==> config.mk <==
export PLATFORM = sky130hd
export DESIGN_NAME = mul3_seq
export DESIGN_NICKNAME = d
export VERILOG_FILES = /design/src/rtl/mul3_seq.sv
export SDC_FILE = /design/constraint.sdc
export NUM_CORES = 2
export LEC_CHECK = 0
export ABC_AREA = 1
export CAP_MARGIN = 20
export CORE_ASPECT_RATIO = 0.7
export CORE_UTILIZATION = 35
export CTS_BUF_LIST = sky130_fd_sc_hd__clkbuf_16
export CTS_CLUSTER_SIZE = 24
export DETAILED_ROUTE_END_ITERATION = 10
export PLACE_DENSITY = 0.46
export SYNTH_ARGS = -nofsm -noshare
export SYNTH_HDL_FRONTEND = slang
export SYNTH_SLANG_ARGS = --single-unit
==> constraint.sdc <==
create_clock -name clk_mul -period 21.5 [get_ports clk_mul]
set_clock_uncertainty 0.2 [all_clocks]
set_input_delay 4.3 -clock clk_mul [delete_from_list [all_inputs] [get_ports clk_mul]]
set_output_delay 4.3 -clock clk_mul [all_outputs]
set_load 0.005 [all_outputs]
==> src/rtl/mul3_seq.sv <==
// mul3_seq: 4x4 Q13 matrix product C = A x B using one time-multiplexed MAC, streamed in and out row-major.
module mul3_seq #(
    parameter int DW   = 26,
    parameter int FRAC = 13
) (
    input  logic                 clk_mul,
    input  logic                 rstn_mul,
    input  logic                 en_mul,
    input  logic                 in_valid,
    output logic                 in_ready,
    input  logic signed [DW-1:0] in_a,
    input  logic signed [DW-1:0] in_b,
    output logic                 out_valid,
    input  logic                 out_ready,
    output logic signed [DW-1:0] out_data,
    output logic                 busy
);
    localparam logic [1:0] S_LOAD = 2'd0;
    localparam logic [1:0] S_COMP = 2'd1;
    localparam logic [1:0] S_OUT  = 2'd2;
    logic [1:0]               r_state;
    logic [3:0]               r_idx;
    logic [3:0]               r_oidx;
    logic [5:0]               r_cnt;
    logic                     r_byp;
    logic signed [2*DW+1:0]   r_acc;
    logic signed [DW-1:0]     r_dout;
    logic signed [DW-1:0]     r_a [16];
    logic signed [DW-1:0]     r_b [16];
    logic signed [DW-1:0]     r_c [16];
    logic signed [2*DW-1:0]   w_prod;
    logic signed [2*DW+1:0]   w_base;
    logic signed [2*DW+1:0]   w_acc_next;
    logic signed [DW-1:0]     w_res;
    logic [3:0]               w_onext;
    // r_cnt packs {i, j, k}: k is fastest, so (i, j) advance row-major every 4 MACs
    assign w_prod     = r_a[{r_cnt[5:4], r_cnt[1:0]}] * r_b[{r_cnt[1:0], r_cnt[3:2]}];
    assign w_base     = (r_cnt[1:0] == 2'd0) ? '0 : r_acc;
    assign w_acc_next = w_base + w_prod;
    assign w_res      = w_acc_next[FRAC+DW-1:FRAC];
    assign w_onext    = r_oidx + 4'd1;
    assign in_ready   = (r_state == S_LOAD);
    assign out_valid  = (r_state == S_OUT);
    assign busy       = (r_state != S_LOAD);
    assign out_data   = r_dout;
    always_ff @(posedge clk_mul) begin
        if (!rstn_mul) begin
            r_state <= S_LOAD;
            r_idx   <= '0;
            r_oidx  <= '0;
            r_cnt   <= '0;
            r_byp   <= 1'b0;
            r_acc   <= '0;
            r_dout  <= '0;
        end else begin
            case (r_state)
                S_LOAD: begin
                    if (in_valid) begin
                        r_a[r_idx] <= in_a;
                        r_b[r_idx] <= in_b;
                        r_idx      <= r_idx + 4'd1;
                        if (r_idx == 4'd0)
                            r_byp <= !en_mul;
                        if (r_idx == 4'd15) begin
                            if (r_byp) begin
                                r_state   <= S_OUT;
                                r_c       <= r_a;
                                r_c[15]   <= in_a;
                                r_dout    <= r_a[0];
                            end else begin
                                r_state <= S_COMP;
                                r_cnt   <= '0;
                                r_acc   <= '0;
                            end
                        end
                    end
                end
                S_COMP: begin
                    r_acc <= w_acc_next;
                    r_cnt <= r_cnt + 6'd1;
                    if (r_cnt[1:0] == 2'd3)
                        r_c[r_cnt[5:2]] <= w_res;
                    if (r_cnt == 6'd63) begin
                        r_state <= S_OUT;
                        r_dout  <= r_c[0];
                    end
                end
                S_OUT: begin
                    if (out_ready) begin
                        r_oidx <= w_onext;
                        r_dout <= (r_oidx == 4'd15) ? '0 : r_c[w_onext];
                        if (r_oidx == 4'd15)
                            r_state <= S_LOAD;
                    end
                end
                default: r_state <= S_LOAD;
            endcase
        end
    end
endmodule

Yosys cells after proc, flatten, opt, wreduce, memory -nomap -nowiden
Memories as Yosys holds them, arrays and structs flattened. A register that Yosys moved wholly into a read port is not among the register bits.
Cells that the tools add are included.
{"block": "totals", "mem_count": 1, "in_bits": 57, "reg_bits": 929, "ram_bits": 416}
{"name": "r_b", "depth": 16, "word_bits": 26, "rd": 1, "rd_ports_with_merged_regs": 1, "write_ports": 1, "line_no": "29", "rtl": "logic signed [DW-1:0] r_b [16];"}
{"block": "op_classes", "n_addsub": 4, "n_reduce_logical": 17, "magnitude_cmp": 6, "muxes": 46, "multipliers": 1, "eq_ne": 14, "bitwise": 4}
{"cell": "$mux W416", "count": 4}
{"cell": "$bwmux W416", "count": 2}
{"cell": "$pmux W416 S2", "count": 1}
{"cell": "$mux W26", "count": 12}
{"cell": "$mux W54", "count": 4}
{"cell": "$bmux W26 S4", "count": 2}
{"cell": "$demux W26 S4", "count": 2}
{"cell": "$pmux W54 S2", "count": 1}
{"cell": "$pmux W26 S3", "count": 1}
{"cell": "$add A54 B52 Y54", "count": 1}
{"cell": "$mul A26 B26 Y52", "count": 1}
{"cell": "$ge A5 B5 Y1 const B", "count": 4}
{"cell": "$not A4 Y5", "count": 4}
{"cell": "$mux W6", "count": 3}
{"cell": "$mux W2", "count": 6}
{"cell": "$pmux W6 S2", "count": 1}
{"cell": "$reduce_and A6 Y1", "count": 2}
{"cell": "$lt A5 B1 Y1 const B", "count": 2}
{"cell": "$add A4 B1 Y4 const B", "count": 2}
{"cell": "$eq A4 B4 Y1 const B", "count": 2}
{"cell": "$mux W4", "count": 2}
{"cell": "$ne A2 B1 Y1 const B", "count": 4}
{"cell": "$ne A2 B2 Y1 const B", "count": 4}
{"cell": "$add A6 B1 Y6 const B", "count": 1}
{"cell": "other kinds (15)", "count": 24}

Longest topological paths before layout
{"block": "depth", "word_depth": 9, "depth_mapped": 46}

Least setup slack after synthesis
OpenSTA, ideal clock, no wires.
{"block": "synth_path", "path_type": "register -> register", "startpoint": "register r_cnt[0]", "endpoint": "register r_c[229] (netlist bit), data pin", "path_buffers": 9, "path_stages_with_launch": 41, "slack_ns": 12.945, "t_arrival_ns": 8.079, "synth_period_minus_slack_ns": 8.555, "path_cell_list": "dfxtp_1 > buf_6 > buf_6 > buf_6 > buf_4 > buf_4 > buf_2 > o21ai_0 > a21oi_1 > or4_1 > buf_2 > buf_2 > nand2_1 > inv_1 > fa_1 > inv_1 > fa_1 > inv_1 > (+5 left out) > fa_1 > inv_1 > fa_1 > inv_1 > ha_1 > nand2_1 > nor2_1 > inv_1 > nor3_1 > nand4_1 > nand3_1 > a21oi_1 > o21bai_1 > a21oi_1 > or2_2 > nand3_2 > buf_2 > o22ai_1"}
{"block": "synth_between", "elab_chain_len": 9}
{"element": "start, declared", "line_no": "24", "rtl": "logic [5:0] r_cnt;"}
{"element": "start signal, assigned", "line_no": "80", "rtl": "r_cnt <= r_cnt + 6'd1;"}
{"element": "$not A4 Y5 (not written as such)", "line_no": "37", "rtl": "assign w_prod = r_a[{r_cnt[5:4], r_cnt[1:0]}] * r_b[{r_cnt[1:0], r_cnt[3:2]}];"}
{"element": "$bmux W26 S4", "line_no": "37"}
{"element": "$mux W26 (not written as such) (2 in series)", "line_no": "37"}
{"element": "$mul A26 B26 Y52", "line_no": "37"}
{"element": "$add A54 B52 Y54 *", "line_no": "39", "rtl": "assign w_acc_next = w_base + w_prod;"}
{"element": "$bwmux W416 *", "line_no": "82", "rtl": "r_c[r_cnt[5:2]] <= w_res;"}
{"element": "$mux W416 *", "line_no": "81", "rtl": "if (r_cnt[1:0] == 2'd3)"}
{"element": "$pmux W416 S2 *", "line_no": "56", "rtl": "case (r_state)"}
{"element": "end signal, assigned", "line_no": "67", "rtl": "r_c <= r_a;"}
{"element": "end signal, assigned by index", "line_no": "82"}
{"element": "end, declared", "line_no": "30", "rtl": "logic signed [DW-1:0] r_c [16];"}
Every way passes the cells marked *; elsewhere a longest branch is shown, timed or not. The select of a mux whose other input is x is not followed.
A chain may end at the register's enable or synchronous reset.

==> flow_summary_export.csv <==
group,metric,value,unit
synth,synth-main-ff-cell,"edfxtp_1",
pwr,peakVddDrop,0.000367,V
sta,worst_pin_slew,1.27,ns
global_routing,antenna_found_initial,28,
pwr,swShare,0.459,
finish,area_growth,11.3,%
setup_path,path_buf_inv,9,
run_status,status,"finished clean",
floorplan,rows,145,
finish,final_nets,8631,
sta,hold_viol,0,
min_path,whs_endpoint,"r_acc[0]$_SDFFE_PN0P_",
placement,dp_hpwl,185000,um
setup_path,crit_path_end_kind,"flip-flop",
finish,stdcell_count,10961,
floorplan,initial_utilization,0.354,
sta,rsz0062_at_grt,"false",
min_path,hp-class,"flip-flop to flip-flop",
clock_tree,clk_latency,0.84,ns
global_routing,grt_use_total,0.258,
sta,tns,0,ns
setup_path,crit_top_cell,"fa_1",
pwr,switching_power,5.35,mW
setup_path,arrival,12.12,ns
pwr,p_leak,36.1,nW
global_routing,overflow,0,
global_routing,grt_max_degree,183,
setup_path,crit_family,"adder cells",
finish,drive_gt1_frac,0.0659,
sta,period_needed,11.76,ns
setup_path,r2r_end,"r_c[201]$_DFFE_PP_",
synth,syn_area,79200,um^2
finish,multiInputGateArea,33200,um^2
global_routing,grt_pass1_wl,424000,um
sta,min_period_over_period,0.547,
min_path,hp-start,"r_acc[0]$_SDFFE_PN0P_",
pwr,power.internal,6.31,mW
clock_tree,max-clock-path-buffers,4,
sta,fmax,0.0850,GHz
synth,avgSynthCellArea,10.0,um^2
clock_tree,cts_resized,0,
detailed_routing,drtPass1Iterations,8,
placement,portBuffers,85,
setup_path,slowest_delay,0.79,ns
finish,fin_util,0.393,
pwr,seqPwrFrac,0.244,
sta,setup_viol,0,
synth,synth_edf_count,1248,
clock_tree,cts_buffers,151,
detailed_routing,wirelength,296000,um
detailed_routing,remaining_drc_errors,0,
pwr,p_comb_frac,0.544,
global_routing,grt_pass1_vias,57980,
detailed_routing,vias_per_cell,5.38,
synth,ys_types,56,
placement,place_inst,10686,
detailed_routing,vias,58941,
setup_path,rrSetupSlack,9.74,ns
synth,yosys_warnings,0,
clock_tree,holdBufCountCts,0,
clock_tree,path_clk_slew,0.08,ns
finish,final_cell_mix,"nand2_1 (1374), inv_1 (1371), edfxtp_1 (1248)",
clock_tree,root_buffer,"clkbuf_16",
detailed_routing,wire_per_inst,27.0,um
setup_path,cpMaxStageDelayCell,"fa_1",
clock_tree,cts_sinks,1334,
setup_path,crit_required,21.86,ns
clock_tree,postCtsSetupBuffers,0,
synth,syn-num-nets,8702,
setup_path,critical_path_class,"flip-flop to flip-flop",
finish,seq_area,39200,um^2
synth,ys_seq_elements,1334,
floorplan,coreArea,224000,um^2
floorplan,die_h,400,um
placement,gp_congestion,0.876,
floorplan,die_width,571,um
floorplan,ioPinCount,86,
setup_path,r2r_cells,31,
pwr,p_per_area,132,nW/um^2
finish,nFillCells,22038,
synth,synth-async-reset-ratio,0,
setup_path,start_kind,"flip-flop",
detailed_routing,drtIter0Drc,7889,
finish,final_common_cell,"nand2_1",
sta,slew_viol_final,0,
pwr,clkPwrFrac,0.212,
sta,slew_headroom,0.153,
floorplan,die-area,228000,um^2
detailed_routing,final_antenna_net_count,0,
synth,yosysSeqAreaShare,0.495,
run,maxCapViolations,0,
synth,netlist_instances,7903,
clock_tree,cts_tree,"yes",
setup_path,cp_max_fo,73,
min_path,hold_depth,2,
clock_tree,cts.htree.levels,4,
==> synth_stat cells (104+ instances only) <==
library cell,number,area [um^2]
a21oi_1,359,1800
buf_2,104,521
clkbuf_1,312,1170
edfxtp_1,1248,37500
fa_1,586,11700
ha_1,156,1950
inv_1,1338,5020
nand2_1,1378,5170
nand3_1,157,786
nor2_1,622,2330
o21ai_0,734,3670
o22ai_1,230,1440
==> kinds of logic (layout without fill, tap and decap cells) <==
group                    count (synthesis)  in the layout  share of synthesized area
AND/OR/NAND/NOR                       2263           2263                      0.114
flip-flops                            1334           1334                      0.495
other                                    0              6                          0
buffers and inverters                 1856           1895                     0.0930
AO/OA/AOI/OAI                         1632           1632                      0.117
XOR/XNOR                                24             24                    0.00265
adder cells (fa/ha/maj)                742            742                      0.173
multiplexers                            52             52                    0.00657
==> layer usage <==
layer,wire [um],track usage
met1,137000,0.396
met2,122000,0.374
met3,29500,0.0497
met4,6550,0.0567
met5,91,0
==> registers in the layout, summed over array words and instances (netlist names), named ones only <==
signal / flops
out_data: 26
r_a: 416
r_idx: 4
r_cnt: 6
r_acc: 39
r_byp: 1
r_oidx: 4
r_c: 416
r_b: 416
r_state: 2
==> area by class of cell <==
| type | count | share of cell area |
|---|---|---|
| Timing Repair Buffer | 266 | 0.0260 |
| Sequential cell | 1334 | 0.445 |
| Inverter | 1366 | 0.0584 |
| Tap cell | 3013 | 0.0428 |
| Clock buffer | 153 | 0.0434 |
| Antenna cell | 6 | 0.000170 |
| Multi-Input combinational cell | 4713 | 0.377 |
| Clock inverter | 110 | 0.00783 |
==> power by group through the flow <==
stage / clock network (mW) / logic [mW] / registers (mW)
final: 2.48 / 6.34 / 2.84
after global routing: 2.60 / 7.06 / 2.84
after CTS: 2.50 / 6.21 / 2.84
after detailed placement: 0 / 6.16 / 2.90
after global placement: 0 / 6.16 / 2.90
after floorplan: 0 / 4.13 / 2.90
==> through the flow <==
stage          hold WS, ns  setup WS (ns)  area, um^2  total power [mW]
2_1_floorplan        0.245          12.95       79200              7.03
3_3_place_gp         0.254           9.94       83500              9.06
3_5_place_dp         0.255           9.79       83600              9.06
4_1_cts              0.264           9.74       88100              11.6
5_1_grt              0.286           9.11       88200              12.5
6_report             0.263           9.74       88200              11.7
==> worst register-to-register path: cells and delay by family, from the launching register on <==
family                   cells  cell delay [ns]
AO/OA/AOI/OAI                9             2.11
adder cells (fa/ha/maj)      8             4.12
buffers and inverters        9             2.68
flip-flops                   1             0.50
AND/OR/NAND/NOR              5             1.88
==> how the worst max path moves through the flow <==
stage | end | slack (ns) | cells past startpoint
CTS | r_c[274]$_DFFE_PP_ | 9.74 | 33
finish | r_c[201]$_DFFE_PP_ | 9.74 | 31
global placement | r_c[118]$_DFFE_PP_ | 9.94 | 33
floorplan | r_c[229]$_DFFE_PP_ | 12.95 | 40
detailed placement | r_c[222]$_DFFE_PP_ | 9.79 | 33
global route | r_c[20]$_DFFE_PP_ | 9.11 | 32
Note: power is estimated with default switching activity, not from simulation.
